File: src/rtl/sc_layer_sequencer.sv
// Stage scheduler for the SC polar decoder: walks steps 0..2^L-1 per frame and
// issues each step with its decode layer to the PE array over valid/ready.
module sc_layer_sequencer #(
    parameter int MAX_LOG_N = 10,
    parameter int CNT_W     = MAX_LOG_N,
    parameter int LAYER_W   = $clog2(MAX_LOG_N + 1)
) (
    input  logic               clk,
    input  logic               rst,
    input  logic               start,
    input  logic [LAYER_W-1:0] log_n_cfg,
    input  logic               abort,
    output logic               step_valid,
    input  logic               step_ready,
    output logic [CNT_W-1:0]   step_cnt,
    output logic [LAYER_W-1:0] step_layer,
    output logic               step_last,
    output logic               busy,
    output logic               done,
    output logic               cfg_err
);
    localparam logic [1:0] S_IDLE = 2'd0;
    localparam logic [1:0] S_RUN  = 2'd1;
    localparam logic [1:0] S_DONE = 2'd2;

    logic [1:0]         state;
    logic [CNT_W-1:0]   cnt;
    logic [CNT_W-1:0]   cnt_nxt;
    logic [CNT_W-1:0]   cnt_max;
    logic [LAYER_W-1:0] layer;
    logic [LAYER_W-1:0] l_reg;
    logic               cfg_err_q;
    logic               cfg_ok;
    logic               accept;
    logic               at_last;

    // Layer = L minus the run of 1s counted from bit L-1 downward.
    function automatic logic [LAYER_W-1:0] layer_of(input logic [CNT_W-1:0] c,
                                                    input logic [LAYER_W-1:0] l);
        logic               ones;
        logic [LAYER_W-1:0] k;
        ones = 1'b1;
        k    = '0;
        for (int i = CNT_W - 1; i >= 0; i--) begin
            if (i < int'(l)) begin
                if (ones && c[i]) k = k + LAYER_W'(1);
                else              ones = 1'b0;
            end
        end
        return l - k;
    endfunction

    always_comb begin
        cnt_max = '0;
        for (int i = 0; i < CNT_W; i++) cnt_max[i] = (i < int'(l_reg));
    end

    assign cfg_ok  = (log_n_cfg != '0) && (log_n_cfg <= LAYER_W'(MAX_LOG_N));
    assign cnt_nxt = cnt + CNT_W'(1);
    assign at_last = (cnt == cnt_max);
    assign accept  = (state == S_RUN) && step_ready;

    always_ff @(posedge clk or posedge rst) begin
        if (rst) begin
            state     <= S_IDLE;
            cnt       <= '0;
            layer     <= '0;
            l_reg     <= '0;
            cfg_err_q <= 1'b0;
        end else begin
            cfg_err_q <= 1'b0;
            case (state)
                S_IDLE: begin
                    if (start) begin
                        if (cfg_ok) begin
                            l_reg <= log_n_cfg;
                            cnt   <= '0;
                            layer <= log_n_cfg;
                            state <= S_RUN;
                        end else begin
                            cfg_err_q <= 1'b1;
                        end
                    end
                end
                S_RUN: begin
                    // abort wins over a same-cycle accept
                    if (abort) begin
                        state <= S_IDLE;
                    end else if (accept) begin
                        if (at_last) begin
                            state <= S_DONE;
                        end else begin
                            cnt   <= cnt_nxt;
                            layer <= layer_of(cnt_nxt, l_reg);
                        end
                    end
                end
                S_DONE:  state <= S_IDLE;
                default: state <= S_IDLE;
            endcase
        end
    end

    assign step_valid = (state == S_RUN);
    assign step_cnt   = cnt;
    assign step_layer = layer;
    assign step_last  = step_valid && at_last;
    assign busy       = (state != S_IDLE);
    assign done       = (state == S_DONE);
    assign cfg_err    = cfg_err_q;
endmodule

File: config.mk
export PLATFORM = sky130hd
export DESIGN_NAME = sc_layer_sequencer
export DESIGN_NICKNAME = d
export VERILOG_FILES = /design/src/rtl/sc_layer_sequencer.sv
export SDC_FILE = /design/constraint.sdc
export NUM_CORES = 1
export LEC_CHECK = 0
export CAP_MARGIN = 15
export CORE_ASPECT_RATIO = 1.5
export CORE_MARGIN = 2
export CORE_UTILIZATION = 52
export DETAILED_ROUTE_END_ITERATION = 8
export PLACE_DENSITY = 0.77
export SLEW_MARGIN = 20
export SYNTH_ARGS = -nofsm -noshare
export SYNTH_HDL_FRONTEND = slang
export SYNTH_SLANG_ARGS = --single-unit
File: constraint.sdc
create_clock -name clk -period 7.8 [get_ports clk]
set_input_delay 1.56 -clock clk [delete_from_list [all_inputs] [get_ports clk]]
set_output_delay 1.56 -clock clk [all_outputs]
set_load 0.01 [all_outputs]
* Yosys cells after proc, flatten, opt, wreduce, memory -nomap -nowiden
Cells that the tools add are included.
** Word-level totals
- Bits of input ports :: 9
- Register bits :: 21
- Output and inout port bits :: 19
- Logic and storage cells :: 191
** Operators by class
- $lt $le $gt $ge :: 11
- $add $sub $neg :: 11
- Multiplexer cells :: 135
- Equality and inequality tests :: 10
- Reduce and logical (&&, ||, !) cells :: 19
** Operators with widths (count)
- two-way mux 4 bit :: 63
- two-way mux 1 bit :: 59
- two-way mux 10 bit :: 5
- adder 4 x 1 -> 4 bit, second input constant :: 9
- one-hot mux 10 bit (2 select lines) :: 1
- < comparator 3 x 4 -> 1 bit, first input constant :: 4
- logical AND 1 bit :: 12
- adder 10 x 1 -> 10 bit, second input constant :: 1
- equality test 10 bit :: 1
- two-way mux 2 bit :: 5
- < comparator 1 x 4 -> 1 bit, first input constant :: 2
- < comparator 2 x 4 -> 1 bit, first input constant :: 2
- < comparator 4 bit, first input constant :: 2
- != test 2 bit, second input constant :: 4
- one-hot mux 4 bit (2 select lines) :: 1
- != test 3 x 2 -> 1 bit, second input constant :: 2
- AND reduction 6 bit :: 1
- less-or-equal comparator 4 bit, second input constant :: 1
- one-hot mux 2 bit (2 select lines) :: 1
- AND reduction 4 bit :: 1
- nonzero test 2 bit :: 2
- nonzero test 4 bit :: 1
- subtractor 4 bit :: 1
- AND reduction 3 bit :: 1
- other kinds (4) :: 4

* Longest topological paths before layout
Gate-level depths: netlist of the first run.
- Word-level depth :: 75
- Gate-level depth with buffers :: 37
- Mapped depth without buffers :: 36

* Worst setup path before layout of the first run
Ideal clock, no wire load.
- Kind :: reg2reg
- Start point :: reg cnt[7] (netlist: step_cnt[7])
- End point :: reg layer[3] (netlist: step_layer[3])
- Cell stages (with the launch flop) :: 37
- Required time :: 7678 ps
- Setup slack :: 59 ps
- Setup time :: 122 ps
- Data arrival time :: 7619 ps
- Period minus slack after synthesis :: 7741 ps
- Cell sequence :: dfrtp_1 > clkbuf_1 > nand2_1 > o31a_1 > or3_1 > and2_1 > ha_1 > nand2_1 > inv_1 > ha_1 > and2_1 > o2111ai_1 > o211ai_1 > ha_1 > o211a_1 > a211oi_1 > nor2_1 > ha_1 > mux2_2 > a21oi_1 > o32ai_1 > xnor2_1 > mux2i_1 > ha_1 > mux2_2 > ha_1 > mux2i_1 > ha_1 > a21o_1 > a21oi_1 > xnor2_1 > xnor2_1 > xnor2_1 > xnor2_1 > xnor3_1 > nand2_1 > a21oi_1
** Between the ends
- Word-level cells in the longest chain between the ends :: 75
- Elaborated cells on any way between the ends :: 141
** Ends and longest elaborated chain
- start, declared :: RTL line 27 : logic [CNT_W-1:0] cnt;
- start signal, assigned :: RTL line 93 : cnt <= cnt_nxt;
- adder 10 x 1 -> 10 bit :: RTL line 59 : assign cnt_nxt = cnt + CNT_W'(1);
- two-way mux 1 bit :: RTL line 46 : if (ones && c[i]) k = k + LAYER_W'(1);
- two-way mux 1 bit :: RTL line 45 : if (i < int'(l)) begin
- two-way mux 4 bit / two-way mux 1 bit (equally long branches) :: RTL line 90 : if (at_last) begin
- two-way mux 4 bit / two-way mux 1 bit (equally long branches) :: RTL line 89 : end else if (accept) begin
- two-way mux 4 bit / two-way mux 1 bit (equally long branches) :: RTL line 87 : if (abort) begin
- two-way mux 4 bit / two-way mux 1 bit (equally long branches) :: RTL line 72 : case (state)
- adder 4 x 1 -> 4 bit / logical AND 1 bit (equally long branches) :: RTL line 46
- [59 not listed]
- two-way mux 4 bit :: RTL line 89
- two-way mux 4 bit :: RTL line 87
- two-way mux 4 bit :: RTL line 72
- subtractor 4 bit :: RTL line 50 : return l - k;
- two-way mux 4 bit :: RTL line 90
- two-way mux 4 bit :: RTL line 89
- two-way mux 4 bit :: RTL line 87
- one-hot mux 4 bit (2 select lines) :: RTL line 72
- end signal, assigned :: RTL line 78 : layer <= log_n_cfg;
- end signal, assigned :: RTL line 94 : layer <= layer_of(cnt_nxt, l_reg);
- end, declared :: RTL line 30 : logic [LAYER_W-1:0] layer;
Several ways; a longest one is shown, not always the timed one. The select of a mux whose other input is x is not followed.
A chain may end at the register's enable or synchronous reset.

* Worst setup path after layout of the first run
- Start point :: reg cnt[0] (netlist: step_cnt[0])
- End point :: reg layer[3] (netlist: step_layer[3])
The elaborated chain is that of the path after synthesis.

==> results.json, run 1 <==
{
  "min-delay-start": "state[1]$_DFFE_PP0P_",
  "grt_max_degree": 22,
  "final_core_util_pct": 66.8,
  "overflow": 0,
  "r2r_cells": 36,
  "syn_inst": 321,
  "tightestPinTransition_ns": 0.851,
  "place_congestion": 0.925,
  "finalCriticalPeriod_ns": 7.43,
  "antenna_found_initial": 0,
  "path_buf_inv": 1,
  "grt_first_pass_wirelength_um": 11600,
  "die_w_um": 62,
  "fp.dieH_um": 91.0,
  "synth-edff-count": 0,
  "cts.path.max_buffers": 2,
  "place_area_um2": 3030,
  "initial_core_util_pct": 54.1,
  "drt_pass1_iterations": 4,
  "hold_viol_final": 0,
  "ys_async_sr_fraction_pct": 100,
  "crit_type": "reg2reg",
  "synth_area_um2": 2620,
  "internal_power_w": 0.000281,
  "ys_warn_count": 0,
  "drive_gt1_share_pct": 22.6,
  "cts-root-buf": "clkbuf_8",
  "clockPowerShare_pct": 15.3,
  "cpMostUsedCell": "ha_1",
  "rows": 31,
  "wl_per_cell_um": 16.7,
  "n_fill_cell": 402,
  "die-area_um2": 5640,
  "grt_usage_pct": 26.4,
  "wirelength_um": 7100,
  "synth_top_area_share_pct": 20.0,
  "io_buffer_count": 27,
  "crit_family": "adder cells",
  "crit_fanout": 3,
  "yosys.cell_types.count": 68,
  "ys.flop_type": "dfrtp_1",
  "p_leak_nw": 1.36,
  "critPathRequiredTime_ns": 7.96,
  "seqPwrFrac_pct": 29.6,
  "r2r_start": "step_cnt[0]$_DFFE_PP0P_",
  "synthesis.nets": 343,
  "nNetsFinal": 381,
  "pwr-share-comb_pct": 55.1,
  "synthTopCellsByCount": "nor2_1, nand2_1, dfrtp_1",
  "tns_ns": 0,
  "crit_arrival_ns": 7.59,
  "drv_cap": 0,
  "endpoint_kind": "register",
  "ys_seq_area_share_pct": 20.0,
  "peakVddDrop_v": 0.000166,
  "dp_hpwl_um": 5290,
  "setup_viol": 0,
  "r2r_slack_ns": 0.37,
  "ant_nets": 0,
  "drtIter0Drc": 140,
  "worst_hold_path_type": "reg2reg",
  "diodes": 0,
  "seq_area_um2": 526,
  "relSlewSlack_pct": 43.2,
  "multi_input_area_um2": 2060,
  "yosysMostFrequentCell": "nor2_1",
  "cts_hold_buf": 0,
  "cts_tree": "built",
  "final_area_um2": 3240,
  "cp_slowest_cell": "dfrtp_1",
  "drv_slew": 0,
  "largest_reg_flops": 10,
  "switching_share_pct": 42.7,
  "slowest_delay_ns": 0.44,
  "drc": 0,
  "run_status": "complete, no violations",
  "worstSkewPairLatency_ns": 0.27,
  "numCtsBuffers": 3,
  "core_region_area_um2": 4850,
  "grt_pass1_vias": 2542,
  "r2r_end": "step_layer[3]$_DFFE_PP0P_",
  "clk_pin_slew_worst_paths_ns": 0.08,
  "num_vias": 2556,
  "ioPinCount": 28,
  "yosys-top-cells-area": "dfrtp_1, ha_1, xnor2_1",
  "finalCritPeriodShare_pct": 95.3,
  "yosys_register_bits": 21,
  "fin_skew_ns": 0.00313,
  "clock_sinks": 21,
  "routed_via_density": 6.03,
  "cp-start-kind": "register",
  "power_density_nw_per_um2": 151,
  "synth_top_cell_by_area": "dfrtp_1",
  "htreeDepth": 1,
  "hold_end": "state[1]$_DFFE_PP0P_",
  "worstHoldPathCells": 1,
  "fmax_mhz": 135,
  "syn_area_per_cell_um2": 8.17,
  "area_delta_synth_final_pct": 23.5,
  "switchingPower_w": 0.000209
}
-- logic make-up (layout without fill, tap and decap cells) --
kind of cell / count (synthesis) / in the layout / share of synthesized area (%)
flops: 21 / 21 / 20.0
fa+ha+maj: 13 / 13 / 6.49
buf+inv: 37 / 74 / 5.91
compound gates: 80 / 80 / 22.6
xor+xnor: 30 / 30 / 13.1
mux: 14 / 14 / 6.20
simple gates: 126 / 126 / 25.7
-- stage by stage --
step / total power [W] / hold slack, ns / setup WS, ns / instances
floorplan: 0.000320 / 0.437 / 0.0588 / 321
global placement: 0.000400 / 0.457 / 0.248 / 414
detailed placement: 0.000406 / 0.462 / -0.00263 / 414
CTS: 0.000481 / 0.476 / 0.0404 / 418
global route: 0.000523 / 0.496 / -0.0377 / 424
finish: 0.000491 / 0.475 / 0.367 / 424
-- power groups by stage --
stage | registers (W) | clock network, W | logic [W]
2_1_floorplan | 0.000148 | 0 | 0.000172
3_3_place_gp | 0.000144 | 0 | 0.000255
3_5_place_dp | 0.000145 | 0 | 0.000261
4_1_cts | 0.000143 | 0.0000742 | 0.000263
5_1_grt | 0.000147 | 0.0000803 | 0.000295
6_report | 0.000145 | 0.0000753 | 0.000270
-- layer usage --
| metal | share of wire (%) | up-vias | wire length (µm) | GRT usage (%) |
|---|---|---|---|---|
| met5 | 0 | - | 0 | 0 |
| met2 | 52 | 91 | 3710 | 43.8 |
| met4 | 5.2 | 0 | 369 | 11.7 |
| li1 | - | 1226 | - | - |
| met1 | 38 | 1205 | 2700 | 32.6 |
| met3 | 4.5 | 34 | 322 | 2.99 |
-- cell usage in the layout, fill, tap and decap left out, types with 3 or more instances in the layout --
cell             Yosys  routed
xnor2_2              2       3
xnor2_4              2       3
o221ai_1             3       3
nor2b_1              5       5
a21oi_1             18      16
nand2_2              0       3
nand2_1             29      26
and2_1               5       5
mux2i_1              5       3
buf_4                2      24
or3_1                7       6
clkbuf_8             0       3
a211oi_1             4       3
a31oi_1              3       3
o31ai_1              7       7
xnor2_1             16      14
a21o_1               3       3
nor3_1               6       6
inv_2                2       3
nand3_1              9       9
nand4_1              3       3
o21ai_0             19      19
nor2_1              33      33
mux2_2               8       8
clkdlybuf4s50_1      0      27
nand2b_1             3       3
ha_1                12      10
or2_2                3       3
xor2_1               8       8
inv_1               16      15
dfrtp_1             21      21
-- area by class of cell --
| cell class | count | share of cell area (%) |
|---|---|---|
| multi-input cells | 263 | 63.5 |
| flip-flops and latches | 21 | 16.2 |
| repair buffers | 52 | 14.3 |
| well taps | 66 | 2.55 |
| inverters | 18 | 2.09 |
| clock buffers | 3 | 1.27 |
| clock inverters | 1 | 0.154 |
-- worst max path at each step --
| stage | startpoint | to | slack, ns | cells after the start |
|---|---|---|---|---|
| CTS | step_cnt[6]$_DFFE_PP0P_ | step_layer[3]$_DFFE_PP0P_ | 0.04 | 35 |
| floorplan | step_cnt[7]$_DFFE_PP0P_ | step_layer[3]$_DFFE_PP0P_ | 0.06 | 36 |
| global route | step_cnt[0]$_DFFE_PP0P_ | step_layer[3]$_DFFE_PP0P_ | -0.04 | 35 |
| global placement | step_cnt[6]$_DFFE_PP0P_ | step_layer[3]$_DFFE_PP0P_ | 0.25 | 34 |
| detailed placement | step_cnt[6]$_DFFE_PP0P_ | step_layer[3]$_DFFE_PP0P_ | -0.003 | 35 |
| finish | step_cnt[0]$_DFFE_PP0P_ | step_layer[3]$_DFFE_PP0P_ | 0.37 | 36 |
-- timing repair --
| item | in CTS | in global routing |
|---|---|---|
| setup buffers | 0 | 6 |
| pin swaps | 0 | 19 |
| gates cloned | 0 | 0 |
| setup endpoints to repair | 1 | 1 |
| gates resized for setup | 1 | 20 |
Note: power is estimated with default switching activity, not from simulation.
==> inputs of run 2 (changes only) <==
CELL_PAD_IN_SITES_DETAIL_PLACEMENT = 0   (was default)
CELL_PAD_IN_SITES_GLOBAL_PLACEMENT = 1   (was default)
CORE_UTILIZATION = 39   (was 52)
PLACE_DENSITY = default   (was 0.77)
PLACE_DENSITY_LB_ADDON = 0.1   (was default)
clock period = 6 ns   (was 7.8 ns; I/O delays follow)
==> results.json, run 2 (synthesis results as in run 1) <==
{
  "fin_skew_ns": 0.00248,
  "fin_cells": 505,
  "final_area_um2": 3830,
  "routed_via_density": 5.35,
  "die-area_um2": 7410,
  "io_buffer_count": 27,
  "drc": 0,
  "crit_family": "adder cells",
  "seqPwrFrac_pct": 26.9,
  "grt_usage_pct": 21.3,
  "largest_reg_flops": 10,
  "fp.dieH_um": 104,
  "antenna_found_initial": 0,
  "top_layer": "met4",
  "place_congestion": 0.831,
  "drv_slew": 0,
  "place_area_um2": 3640,
  "wl_met2_um": 4230,
  "nNetsFinal": 452,
  "n_fill_cell": 648,
  "overflow": 0,
  "area_delta_synth_final_pct": 45.9,
  "numCtsBuffers": 3,
  "cp_slowest_cell": "dfrtp_1",
  "m1WireLength_um": 3130,
  "clockPowerShare_pct": 14.1,
  "hold_viol_final": 0,
  "dp_hpwl_um": 6280,
  "cts.path.max_buffers": 2,
  "critPathRequiredTime_ns": 6.15,
  "p_leak_nw": 1.74,
  "switchingPower_w": 0.000274,
  "relSlewSlack_pct": 44.9,
  "ioPinCount": 28,
  "endpoint_kind": "register",
  "grt_first_pass_wirelength_um": 13000,
  "core_region_area_um2": 6490,
  "rows": 36,
  "worstHoldPathCells": 1,
  "violations": "negative setup slack",
  "cp.depth": 35,
  "htreeDepth": 1,
  "wl_per_cell_um": 15.1,
  "internal_power_w": 0.000395,
  "r2r_cells": 35,
  "drv_cap": 0,
  "path_buf_inv": 1,
  "setup_viol": 3,
  "diodes": 0,
  "clk_pin_slew_worst_paths_ns": 0.08,
  "clock_sinks": 21,
  "mostFrequentLayoutCells": "buf_4, nor2_1, nand2_1, clkdlybuf4s50_1, dfrtp_1",
  "place_ws_ns": -0.969,
  "ant_nets": 0,
  "crit_fanout": 3,
  "initial_core_util_pct": 40.5,
  "crit_arrival_ns": 7.05,
  "slowest_delay_ns": 0.44,
  "fmax_mhz": 145,
  "finalCriticalPeriod_ns": 6.90,
  "dp_cells": 491,
  "worstSkewPairLatency_ns": 0.26,
  "wl_met3_um": 96,
  "peakVddDrop_v": 0.000173,
  "cts_tree": "built",
  "run_status": "complete, but fails checks",
  "drive_gt1_share_pct": 36.6,
  "seq_area_um2": 526,
  "final_common_cell": "buf_4",
  "drt_pass1_iterations": 4,
  "wirelength_um": 7620,
  "worst_hold_path_type": "reg2reg",
  "final_core_util_pct": 59.0,
  "die_w_um": 71.0,
  "grt_pass1_vias": 2751,
  "crit_type": "reg2reg",
  "cts_hold_buf": 0,
  "power_density_nw_per_um2": 175,
  "num_vias": 2701,
  "power_w": 0.000669,
  "finalCritPeriodShare_pct": 115,
  "final.setup.worst_slack_ns": -0.898,
  "drtIter0Drc": 52,
  "cp-start-kind": "register",
  "grt_max_degree": 22,
  "rsz0062_at_grt": "yes",
  "tightestPinTransition_ns": 0.826,
  "pwr-share-comb_pct": 59.0,
  "cts-root-buf": "clkbuf_8",
  "switching_share_pct": 41.0,
  "multi_input_area_um2": 2090
}
run 2: metrics by stage:
stage | TNS, ns | hold WS (ns)
after floorplan | -1.20 | 0.437
after global placement | -1.17 | 0.460
after detailed placement | -1.50 | 0.471
after CTS | -1.40 | 0.484
after global routing | -2.39 | 0.506
final | -1.38 | 0.482
run 2: area by class of cell:
type                       count  area share, %
tap                           76           2.48
clock buffer                   3           1.08
multi-input combinational    263           54.7
clock inverter                 1          0.131
inverter                      18           1.83
timing repair buffer         123           26.1
sequential                    21           13.7
run 2: worst paths after layout:
check	start	end	slack, ns
min	state[1]$_DFFE_PP0P_	state[1]$_DFFE_PP0P_	0.48
max	step_cnt[6]$_DFFE_PP0P_	step_layer[3]$_DFFE_PP0P_	-0.90
min in group asynchronous	rst	step_cnt[9]$_DFFE_PP0P_	1.39
max reg2reg	step_cnt[6]$_DFFE_PP0P_	step_layer[3]$_DFFE_PP0P_	-0.90
max in group asynchronous	rst	l_reg[1]$_DFFE_PP0P_	4.09
min reg2reg	state[1]$_DFFE_PP0P_	state[1]$_DFFE_PP0P_	0.48
run 2: worst register-to-register path, delay by kind of cell (launching register included):
family,cells,cell delay (ns)
fa+ha+maj,7,1.93
compound gates,10,1.56
xor+xnor,6,1.00
simple gates,7,0.95
mux,4,0.87
flops,1,0.44
buf+inv,1,0.04
run 2: power groups by stage:
stage	registers [W]	clock network (W)	logic [W]
after floorplan	0.000193	0	0.000232
final	0.000180	0.0000942	0.000395
after global routing	0.000184	0.000102	0.000431
after CTS	0.000180	0.0000957	0.000391
after global placement	0.000183	0	0.000380
after detailed placement	0.000183	0	0.000384
run 2: repair_timing:
item                                    in CTS  in global routing
pin swaps                                   14                  8
gates resized for setup                     10                  4
gates cloned                                 0                  0
endpoints found under the setup margin       3                  3
buffers inserted                             8                  2
run 2: layer usage:
layer  vias up  GRT usage (%)
li1       1382              -
met1      1280           24.6
met2        27           41.2
met3        12           1.16
met4         0           5.80
met5         -              0
